[src/rtl/stopwatch_pkg.sv]
// Shared types and constants for the stopwatch control slice.
package stopwatch_pkg;

    typedef enum logic [1:0] {
        ST_IDLE  = 2'd0,
        ST_RUN   = 2'd1,
        ST_PAUSE = 2'd2,
        ST_ADJ   = 2'd3
    } state_t;

    localparam int MAX_TOTALSEC = 5999;
    localparam int MAX_MIN      = 99;
    localparam int MAX_SEC      = 59;

    // Counter width for a divider cycling 0..period-1; never narrower than one bit.
    function automatic int div_width(input int period);
        return (period > 1) ? $clog2(period) : 1;
    endfunction

endpackage

[src/rtl/stopwatch_pulse_div.sv]
// Terminal-count divider: counts 0..PERIOD-1 while enabled, sync clear, pulse on terminal count.
module stopwatch_pulse_div
    import stopwatch_pkg::*;
#(
    parameter int PERIOD = 10
) (
    input  logic clk,
    input  logic rst,
    input  logic en,
    input  logic clr,
    output logic pulse
);

    localparam int           W  = div_width(PERIOD);
    localparam logic [W-1:0] TC = W'(PERIOD - 1);

    logic [W-1:0] cnt;

    assign pulse = en & ~clr & (cnt == TC);

    // NOTE: sequential state uses non-blocking assignments so every flop samples pre-edge values.
    always_ff @(posedge clk) begin
        if (rst || clr) begin
            cnt <= '0;
        end else if (en) begin
            cnt <= (cnt == TC) ? '0 : cnt + W'(1);
        end
    end

endmodule

[src/rtl/stopwatch_ctrl.sv]
// Stopwatch control sequencer: button edges to run/pause/clear/adjust commands and timing pulses.
// Optional lap-hold feature is enabled by defining STOPWATCH_LAP_EN.
module stopwatch_ctrl
    import stopwatch_pkg::*;
#(
    parameter int CLK_HZ   = 100_000_000,
    parameter int ADJ_HZ   = 2,
    parameter int BLINK_HZ = 4
) (
    input  logic clk,
    input  logic rst,
    input  logic btn_pause,
    input  logic btn_clr,
    input  logic adj,
    input  logic sel,
    input  logic at_max,
`ifdef STOPWATCH_LAP_EN
    input  logic btn_lap,
    output logic lap_hold,
`endif
    output logic cnt_en,
    output logic cnt_clr,
    output logic adj_sec,
    output logic adj_min,
    output logic running,
    output logic blink
);

    localparam int TICK_PERIOD  = CLK_HZ;
    localparam int ADJ_PERIOD   = CLK_HZ / ADJ_HZ;
    localparam int BLINK_PERIOD = CLK_HZ / (2 * BLINK_HZ);

    state_t state_q;
    state_t state_d;

    logic pause_prev;
    logic clr_prev;
    logic sel_prev;
    logic pause_edge;
    logic clr_edge;

    logic tick_pulse;
    logic adj_pulse;
    logic blink_pulse;

    assign pause_edge = btn_pause & ~pause_prev;
    assign clr_edge   = btn_clr & ~clr_prev;

    // A pause edge outside ADJ is always consumed, so adj/at_max are only looked at without one.
    // NOTE: every combinational output gets a default first, so no path can infer a latch.
    always_comb begin
        state_d = state_q;
        if (clr_edge) begin
            state_d = ST_IDLE;
        end else if (pause_edge && state_q != ST_ADJ) begin
            case (state_q)
                ST_IDLE:  state_d = ST_RUN;
                ST_RUN:   state_d = ST_PAUSE;
                ST_PAUSE: state_d = at_max ? ST_PAUSE : ST_RUN;
                default:  state_d = state_q;
            endcase
        end else begin
            case (state_q)
                ST_IDLE:  if (adj) state_d = ST_ADJ;
                ST_PAUSE: if (adj) state_d = ST_ADJ;
                ST_ADJ:   if (!adj) state_d = ST_PAUSE;
                ST_RUN:   if (at_max) state_d = ST_PAUSE;
                default:  state_d = ST_IDLE;
            endcase
        end
    end

    // PAUSE neither counts nor clears the tick divider, so a resume finishes the partial second.
    stopwatch_pulse_div #(.PERIOD(TICK_PERIOD)) u_tick_div (
        .clk   (clk),
        .rst   (rst),
        .en    (state_q == ST_RUN),
        .clr   (clr_edge | (state_q == ST_IDLE) | (state_q == ST_ADJ)),
        .pulse (tick_pulse)
    );

    stopwatch_pulse_div #(.PERIOD(ADJ_PERIOD)) u_adj_div (
        .clk   (clk),
        .rst   (rst),
        .en    (state_q == ST_ADJ),
        .clr   (clr_edge | (state_q != ST_ADJ) | (sel != sel_prev)),
        .pulse (adj_pulse)
    );

    stopwatch_pulse_div #(.PERIOD(BLINK_PERIOD)) u_blink_div (
        .clk   (clk),
        .rst   (rst),
        .en    (state_q == ST_ADJ),
        .clr   (clr_edge | (state_q != ST_ADJ)),
        .pulse (blink_pulse)
    );

    always_ff @(posedge clk) begin
        if (rst) begin
            state_q    <= ST_IDLE;
            pause_prev <= 1'b0;
            clr_prev   <= 1'b0;
            sel_prev   <= 1'b0;
            cnt_en     <= 1'b0;
            cnt_clr    <= 1'b0;
            adj_sec    <= 1'b0;
            adj_min    <= 1'b0;
            running    <= 1'b0;
            blink      <= 1'b1;
        end else begin
            state_q    <= state_d;
            pause_prev <= btn_pause;
            clr_prev   <= btn_clr;
            sel_prev   <= sel;
            cnt_en     <= tick_pulse & ~at_max;
            cnt_clr    <= clr_edge;
            adj_sec    <= adj_pulse & ~sel;
            adj_min    <= adj_pulse & sel;
            running    <= (state_d == ST_RUN);
            blink      <= (state_d != ST_ADJ) | (blink ^ blink_pulse);
        end
    end

`ifdef STOPWATCH_LAP_EN
    logic lap_prev;
    logic lap_edge;

    assign lap_edge = btn_lap & ~lap_prev;

    // Lap only toggles while already in RUN; anything that leaves RUN drops the hold.
    always_ff @(posedge clk) begin
        if (rst) begin
            lap_prev <= 1'b0;
            lap_hold <= 1'b0;
        end else begin
            lap_prev <= btn_lap;
            lap_hold <= (state_d == ST_RUN) & ~clr_edge
                      & (lap_hold ^ (lap_edge & (state_q == ST_RUN)));
        end
    end
`endif

endmodule

[config.mk]
export PLATFORM = sky130hd
export DESIGN_NAME = stopwatch_ctrl
export DESIGN_NICKNAME = d
export VERILOG_FILES = /design/src/rtl/stopwatch_pkg.sv /design/src/rtl/stopwatch_pulse_div.sv /design/src/rtl/stopwatch_ctrl.sv
export SDC_FILE = /design/constraint.sdc
export NUM_CORES = 1
export LEC_CHECK = 0
export ABC_AREA = 1
export CAP_MARGIN = 15
export CORE_MARGIN = 5
export CORE_UTILIZATION = 45
export CTS_BUF_LIST = sky130_fd_sc_hd__clkbuf_16
export DETAILED_ROUTE_END_ITERATION = 10
export PLACE_DENSITY = 0.59
export SETUP_SLACK_MARGIN = 0.1
export SYNTH_ARGS = -nofsm -noshare
export SYNTH_HDL_FRONTEND = slang
export SYNTH_HIERARCHICAL = 1
export SYNTH_SLANG_ARGS = --single-unit
[constraint.sdc]
create_clock -name clk -period 2.2 [get_ports clk]
set_input_delay 0.44 -clock clk [delete_from_list [all_inputs] [get_ports clk]]
set_output_delay 0.44 -clock clk [all_outputs]
set_load 0.02 [all_outputs]
==> metrics, run 1 <==
run status finished clean; H-Tree Level Count 3; Clk pwr share 0.442; Worst R2R Setup Slack about 0.31 ns; maximum vdd drop approximately 0.27 mV; gp weighted congestion approximately 0.94; unique cell type count in the Yosys netlist 40; synthesized area per cell 6.67 µm²; CP Launch Type register; Worst-path clk slew around 0.060 ns; row cnt 38; sequential fraction of design power 0.523; DP Cell Count between 800 and 900; max-cap violations 0; # clock sinks between 80 and 90; final setup TNS 0 ns; TritonRoute pass-1 iters 4; most frequent cell after synthesis nand2_1; # DRC 0; Net Count, Synth approximately 750; Yosys warning count 6; Crit Reg-Reg Startpoint state_q[1]; initial antenna violation count 0; Combinational Power Share 0.035; fillers between 1000 and 1500; layout cells sized above 1 0.114; Setup Fix Bufs, Post-CTS 0; post-synthesis sequential area ratio 0.356; Commonest cells post-synth nand2_1, nor2_1, inv_1; worst min-delay path endpoint u_adj_div/cnt[14]; post-synthesis cell count approximately 740; Overall Global Routing Usage 0.181; largest net degree at the start of global routing 28; initial DRC count 339; placed instance area 5280 µm²; Post-synth EDFFs 0; CTS tree done; Hold-fix buffers, CTS 0; final WL around 11 mm; first-pass GRT wire length between 15 and 20 mm; Post-synth top flop dfxtp_1; unrepaired setup endpoints after global routing no; Design Area, Final 5540 µm²; clk_lat worst skew 0.34 ns; cell area after synthesis approximately 4900 µm²; CP endpoint kind register; post-route minimum period about 1.9 ns; worst hold slack roughly 0.48 ns; post-CTS sizing 0; initial core utilization 0.459; Switch Pwr about 700 µW; Inserted Diodes 0; worst path arrival time between 2 and 2.5 ns; PortBufs 12; nets between 700 and 800; Layout area overhead 11.9%; die area ~13000 µm²; Final Cycle Share 0.857; Sw Ratio 0.223; Final setup viols 0; flops & latches, synth 88; worst-path maximum fanout 27; Power, Total around 3000 µW; Final Hold Viols 0; Slew @ Worst Pin ~0.5 ns; Wirelength per Cell approximately 12 µm; vias in the first global route ~4300; data required time of the critical path 2.46 ns; Final Skew approximately 0.0065 ns; post-route ant nets 0; Async S/R FF share, synth 0; root buffer cell clkbuf_16; top cells by area, synth dfxtp_1, nand2_1, nor2_1; min-delay src u_adj_div/cnt[14]; Power Density between 500 and 600 nW/µm²; CP Class reg -> reg; Yosys top cell area share 0.356; I/O pin count 13; Die X roughly 110 µm; cell taking the most area after synthesis dfxtp_1; static leakage 0.00202 µW; Int Pwr 2390 µW; Worst R2R End u_adj_div/cnt[6]; Core Region ~11000 µm²; fmax around 530 MHz; vias per cell between 5 and 6; Worst Hold Class reg -> reg; Hold Path Depth 2; Max Slew Vio Count 0; vias 4573; HPWL Detailed 8.62 mm; CTS Buf Count 9; cells on worst reg2reg path 7; grt ovf 0; Max-Slew Margin vs Limit 0.664; Non-Filler Instances around 910; clk buf depth 2; Die H 115 µm
==> final cells by class <==
| cell class | instances | area (µm²) | share of cell area |
|---|---|---|---|
| clock buffers | 9 | 225 | 0.0407 |
| clock inverters | 7 | 32.5 | 0.00588 |
| inverters | 99 | 374 | 0.0676 |
| multi-input cells | 549 | 2780 | 0.501 |
| flip-flops and latches | 88 | 1760 | 0.318 |
| well taps | 140 | 175 | 0.0316 |
| repair buffers | 20 | 193 | 0.0348 |
==> cell usage in the layout, fill, tap and decap left out, drive strengths merged, types with 4 or more instances in the layout <==
cell,n
buf,8
xor2,16
clkdlybuf4s50,12
clkbuf,9
nand2,175
o21ai,7
nand4,23
inv,101
xnor2,8
nor3,15
dfxtp,88
ha,4
nor2,186
a21oi,18
clkinv,4
nand3,74
==> worst max-delay path, stage by stage (launching register included) <==
cell and delay (ns):
dfxtp_1 0.40, nand2_1 0.13, inv_1 0.12, buf_12 0.19, nand3_1 0.11, nor2_1 0.42
inv_1 0.23, nor3_1 0.21
==> worst max-delay path by stage <==
stage | slack, ns | endpoint | from
CTS | 0.32 | u_adj_div/cnt[6] | state_q[0]
global placement | 0.09 | u_adj_div/cnt[0] | btn_clr
floorplan | 0.58 | blink | state_q[0]
detailed placement | 0.05 | u_adj_div/cnt[6] | sel
finish | 0.31 | u_adj_div/cnt[6] | state_q[1]
global route | 0.16 | u_adj_div/cnt[6] | state_q[1]
==> power by group through the flow <==
stage | clock network, µW | registers, µW | logic [µW]
5_1_grt | 1490 | 1610 | 120
2_1_floorplan | 0 | 1640 | 67.4
4_1_cts | 1410 | 1610 | 109
6_report | 1360 | 1610 | 108
3_5_place_dp | 0 | 1640 | 109
3_3_place_gp | 0 | 1640 | 108
==> cells by family after synthesis <==
kind of cell | Yosys count | synth area share
xor+xnor | 24 | 0.0425
mux | 3 | 0.00607
compound gates | 34 | 0.0384
fa+ha+maj | 4 | 0.0101
simple gates | 484 | 0.464
buf+inv | 105 | 0.0834
flops | 88 | 0.356
==> metal layers <==
layer,up-vias,GRT usage,part of all wire
met3,27,0.0321,0.036
met4,0,0.0962,0.036
met2,73,0.290,0.45
met5,-,0,0
li1,2396,-,-
met1,2077,0.232,0.48
==> sequential cells by signal, summed over array words and instances, names as in the netlist, 2 cells and up <==
register / count
u_blink_div/cnt: 24
state_q: 2
u_adj_div/cnt: 26
u_tick_div/cnt: 27
==> per-stage QoR <==
stage	util	setup WS [ns]
floorplan	-	0.580
global placement	0.489	0.0866
detailed placement	0.489	0.0505
CTS	0.513	0.324
global route	0.513	0.163
finish	0.513	0.315
Power figures use the tool's default switching activity.
==> inputs of run 2 (changes only) <==
--- a/config.mk
+++ b/config.mk
@@ -12,6 +12,7 @@
 export CTS_BUF_LIST = sky130_fd_sc_hd__clkbuf_16
 export DETAILED_ROUTE_END_ITERATION = 10
 export PLACE_DENSITY = 0.59
+export RECOVER_POWER = 100
 export SETUP_SLACK_MARGIN = 0.1
 export SYNTH_ARGS = -nofsm -noshare
 export SYNTH_HDL_FRONTEND = slang
==> run 2 against run 1 <==
  * Sequential share of layout area up 0.28 points
  * Highest routed layer unchanged
  * First-iteration DRC count fell by 4.4%
  * Final cell count is the same
==> metrics, run 2 (same netlist as run 1, synthesis figures left out) <==
run status finished clean; root buffer cell clkbuf_16; Final setup viols 0; CP Launch Type register; Crit Reg-Reg Startpoint state_q[1]; HPWL Detailed ~8.6 mm; initial antenna violation count 0; CTS Buf Count 9; largest net degree at the start of global routing 28; Max-Slew Margin vs Limit 0.677; Final Cycle Share 0.872; worst-path maximum fanout 10; Worst-path clk slew 0.06 ns; Die H 115 µm; DP Cell Count ~900; data required time of the critical path between 2 and 2.5 ns; Top Registers u_tick_div/cnt: 27 flops, u_adj_div/cnt: 26 flops, u_blink_div/cnt: 24 flops; Hold Path Depth 2; post-route ant nets 0; initial core utilization 0.459; max-cap violations 0; PortBufs 12; clk_lat worst skew 0.34 ns; post-route minimum period around 1.9 ns; Overall Global Routing Usage 0.181; Max Slew Vio Count 0; initial DRC count around 320; Slew @ Worst Pin 0.482 ns; CTS tree done; # clock sinks 88; cells on worst reg2reg path 11; Layout area overhead 10.9%; met2 Use GR 0.290; maximum vdd drop 0.265 mV; vias between 4000 and 5000; Non-Filler Instances 912; most frequent cells in the layout nand2_1, nor2_1, inv_1; Core Region between 10000 and 15000 µm²; TritonRoute pass-1 iters 5; Worst R2R Setup Slack roughly 0.28 ns; static leakage 0.00201 µW; Inserted Diodes 0; Die X between 100 and 150 µm; fmax around 520 MHz; H-Tree Level Count 3; grt met1 use 0.232; clk buf depth 2; met3 Resource Use GR 0.0321; # DRC 0; Hold-fix buffers, CTS 0; CP Class reg -> reg; vias in the first global route around 4300; critical-path cell list inv_2, nand2_2, inv_1, clkbuf_1, nand4_1, nor2_1, nand2_1, nor2_4, nor2_4, inv_1, nor2_1; CP max stage delay 0.34 ns; Wirelength per Cell between 10 and 15 µm; Final Hold Viols 0; Power Density 558 nW/µm²; grt ovf 0; vias per cell around 5.0; worst path arrival time about 2.1 ns; layout cells sized above 1 0.0959; max reg flops 27; Final Skew between 0.004 and 0.005 ns; row cnt 38; Worst R2R End u_tick_div/cnt[21]; most common cell after layout, fill and taps aside nand2_1; gr busiest metal met2; Setup Fix Bufs, Post-CTS 0; Worst Hold Class reg -> reg; Top reg by flops u_tick_div/cnt; min-delay src u_adj_div/cnt[14]; critical path's slowest cell dfxtp_1; I/O pin count 13; first-pass GRT wire length 19.3 mm; die area approximately 13000 µm²; unrepaired setup endpoints after global routing no; final setup TNS 0 ns; post-CTS sizing 0; nets between 700 and 800; gp weighted congestion around 0.94; final WL 11.3 mm; CP endpoint kind register; worst min-delay path endpoint u_adj_div/cnt[14]
run 2: cell types whose count changed in the layout (fill, tap and decap cells not counted), sizes merged:
cell / before / now
buf: 8 / 2
dlygate4sd3: 0 / 7
clkdlybuf4s50: 12 / 5
clkbuf: 9 / 15
run 2: cell type report:
class                   count  area (µm²)
clock buffers               9         225
clock inverters             7        32.5
fillers                  1108        5300
inverters                  99         372
multi-input cells         549        2750
flip-flops and latches     88        1760
well taps                 140         175
repair buffers             20         170
run 2: how the worst max path moves through the flow:
stage | end | cells after the start | startpoint
4_1_cts | u_adj_div/cnt[6] | 7 | state_q[0]
6_report | u_tick_div/cnt[21] | 11 | state_q[1]
3_5_place_dp | u_adj_div/cnt[6] | 6 | sel
2_1_floorplan | blink | 10 | state_q[0]
5_1_grt | u_tick_div/cnt[21] | 10 | btn_clr
3_3_place_gp | u_adj_div/cnt[0] | 8 | btn_clr
run 2: metal layers:
layer | wire (µm) | up-vias
met3 | 442 | 27
met5 | 0 | -
met1 | 5420 | 2066
met2 | 5020 | 81
li1 | - | 2393
met4 | 411 | 0
run 2: worst max-delay path: cells and delay by family, from the launching register on:
kind	cells	cell delay [ns]
buf+inv	4	0.74
flops	1	0.34
simple gates	7	0.72
run 2: where the power goes:
group / internal (µW) / switching (µW) / total (µW)
sequential: 1600 / 5.47 / 1610
clock: 745 / 611 / 1360
combinational: 35.2 / 66.1 / 101
total: 2380 / 683 / 3060
run 2: metrics by stage:
step / util / cell area, µm² / total power, µW / hold WS [ns] / setup slack (ns)
5_1_grt: 0.509 / 5490 / 3210 / 0.509 / 0.106
3_5_place_dp: 0.489 / 5280 / 1750 / 0.462 / 0.0505
2_1_floorplan: - / 4950 / 1710 / 0.437 / 0.580
3_3_place_gp: 0.489 / 5280 / 1750 / 0.453 / 0.0866
6_report: 0.509 / 5490 / 3060 / 0.479 / 0.282
4_1_cts: 0.513 / 5540 / 3120 / 0.480 / 0.324
==> inputs of run 3 (changes only) <==
--- a/config.mk
+++ b/config.mk
@@ -8,13 +8,14 @@
 export ABC_AREA = 1
 export CAP_MARGIN = 15
 export CORE_MARGIN = 5
-export CORE_UTILIZATION = 45
+export CORE_UTILIZATION = 60
 export CTS_BUF_LIST = sky130_fd_sc_hd__clkbuf_16
 export DETAILED_ROUTE_END_ITERATION = 10
-export PLACE_DENSITY = 0.59
+export PLACE_DENSITY = 0.76
 export RECOVER_POWER = 100
 export SETUP_SLACK_MARGIN = 0.1
 export SYNTH_ARGS = -nofsm -noshare
 export SYNTH_HDL_FRONTEND = slang
 export SYNTH_HIERARCHICAL = 1
 export SYNTH_SLANG_ARGS = --single-unit
+export TNS_END_PERCENT = 20
==> run 3 against run 2 <==
  * Utilization increased by 17 points
  * Setup slack got worse by 0.086 ns
  * Final area decreased by 0.14%
  * Wire length decreased by 3.3%
  * Critical path depth decreased by 5
  * Power increased by 4.1%
  * Count of clock-buffer cells in the layout unchanged
  * Non-clock buffer count increased by 1
  * Die area decreased by 23%
  * First-iteration DRC count decreased by 24%
  * Largest power group unchanged
==> metrics, run 3 (same netlist as run 1, synthesis figures left out) <==
initial core utilization 0.609; Die X around 100 µm; max-cap violations 0; Max Slew Vio Count 0; Worst R2R End u_tick_div/cnt[25]; min-delay src u_adj_div/cnt[14]; worst path arrival time 2.27 ns; nets 779; layout cells sized above 1 0.102; I/O pin count 13; sequential fraction of design power 0.504; Power, Total between 3000 and 4000 µW; H-Tree Level Count 3; CP Launch Type input pin; Power Density ~580 nW/µm²; Final Hold Viols 0; Wirelength per Cell approximately 12 µm; run status finished clean; post-route minimum period about 2.0 ns; CP endpoint kind register; Combinational Power Share 0.033; TritonRoute pass-1 iters 7; Worst R2R Setup Slack between 0.2 and 0.3 ns; HPWL Detailed 8.20 mm; fmax between 400 and 500 MHz; Setup Fix Bufs, Post-CTS 0; unrepaired setup endpoints after global routing no; most frequent cells in the layout nand2_1, nor2_1, inv_1; data required time of the critical path around 2.5 ns; Clk pwr share 0.464; row cnt 33; Final Cycle Share 0.911; Top Registers u_tick_div/cnt: 27 flops, u_adj_div/cnt: 26 flops, u_blink_div/cnt: 24 flops; vias in the first global route 4148; Final Skew between 0.006 and 0.007 ns; worst slack at placement -0.240 ns; worst hold slack about 0.47 ns; CTS tree done; # clock sinks around 90; cells on worst reg2reg path 11; CP Class in -> reg; Core Region about 8100 µm²; most common cell after layout, fill and taps aside nand2_1; grt ovf 0; vias ~4600; final setup TNS 0 ns; first-pass GRT wire length between 15 and 20 mm; static leakage slightly above 0.002 µW; Top reg by flops u_tick_div/cnt; max reg flops 27; post-route ant nets 0; gp weighted congestion ~0.88; worst-path maximum fanout 12; Switch Pwr between 600 and 700 µW; Die H around 100 µm; Inserted Diodes 0; maximum vdd drop roughly 0.34 mV; PortBufs 12; Worst Hold Class reg -> reg; final WL 10.9 mm; root buffer cell clkbuf_16; Int Pwr 2510 µW; fin worst setup slack a little under 0.2 ns; Slew @ Worst Pin between 0.5 and 0.6 ns; fillers 744; Worst-path clk slew 0.06 ns; Max-Slew Margin vs Limit 0.632; worst min-delay path endpoint u_adj_div/cnt[14]; Hold-fix buffers, CTS 0; clk_lat worst skew 0.33 ns; # DRC 0; largest net degree at the start of global routing 18; Final setup viols 0; Overall Global Routing Usage 0.225; Crit Reg-Reg Startpoint state_q[1]; Layout area overhead 10.7%; Hold Path Depth 2; initial antenna violation count 0; clk buf depth 2; Sw Ratio 0.214; vias per cell 5.26; initial DRC count roughly 250; CTS Buf Count 9; die area 10200 µm²
-- run 3: cell types whose count changed in the layout (fill, tap and decap cells not counted), moves of 2 or more --
cell,before,now
clkbuf_1,6,4
inv_1,96,93
nor2_1,154,157
nor2_2,19,16
buf_4,1,5
-- run 3: final cells by class --
cell class                      instances  area (µm²)  share of cell area
Clock buffer                            9         225              0.0411
Clock inverter                          7        63.8              0.0116
Inverter                               99         374              0.0682
Multi-Input combinational cell        549        2750               0.502
Sequential cell                        88        1760               0.321
Tap cell                              105         131              0.0240
Timing Repair Buffer                   21         173              0.0315
-- run 3: per-stage QoR --
step / util / area (µm²) / std cells
4_1_cts: 0.679 / 5520 / 878
5_1_grt: 0.674 / 5480 / 878
2_1_floorplan: - / 4950 / 742
6_report: 0.674 / 5480 / 878
3_5_place_dp: 0.643 / 5230 / 862
3_3_place_gp: 0.643 / 5230 / 862
-- run 3: how the worst max path moves through the flow --
stage               startpoint                 end  cells past startpoint
floorplan           state_q[0]               blink                     10
global placement           sel    u_adj_div/cnt[0]                      6
detailed placement         sel    u_adj_div/cnt[6]                      6
CTS                        sel    u_adj_div/cnt[6]                      6
global route        state_q[1]  u_tick_div/cnt[25]                     11
finish                     rst  u_blink_div/cnt[0]                      6
-- run 3: power groups by stage --
| stage | registers [µW] | logic (µW) | clock network (µW) |
|---|---|---|---|
| 2_1_floorplan | 1640 | 67.4 | 0 |
| 3_3_place_gp | 1640 | 106 | 0 |
| 3_5_place_dp | 1640 | 108 | 0 |
| 4_1_cts | 1610 | 108 | 1510 |
| 5_1_grt | 1610 | 116 | 1600 |
| 6_report | 1610 | 104 | 1480 |
-- run 3: metal layers --
metal  track usage  share of wire  up-vias
met4        0.0653          0.013        0
met1         0.292           0.46     2104
met3        0.0491          0.053       17
li1              -              -     2390
met2         0.375           0.47      109
met5             0              0        -
-- run 3: worst max-delay path: stages --
cell and delay (ns):
dlygate4sd3_1 0.58, clkbuf_1 0.26, nor2_1 0.25, clkbuf_1 0.42
nand2_4 0.16, a21oi_1 0.13
-- run 3: what timing repair did --
action | 4_1_cts | 5_1_grt
gates resized for setup | 0 | 1
hold endpoints to repair | 0 | 0
setup endpoints to repair | 0 | 16
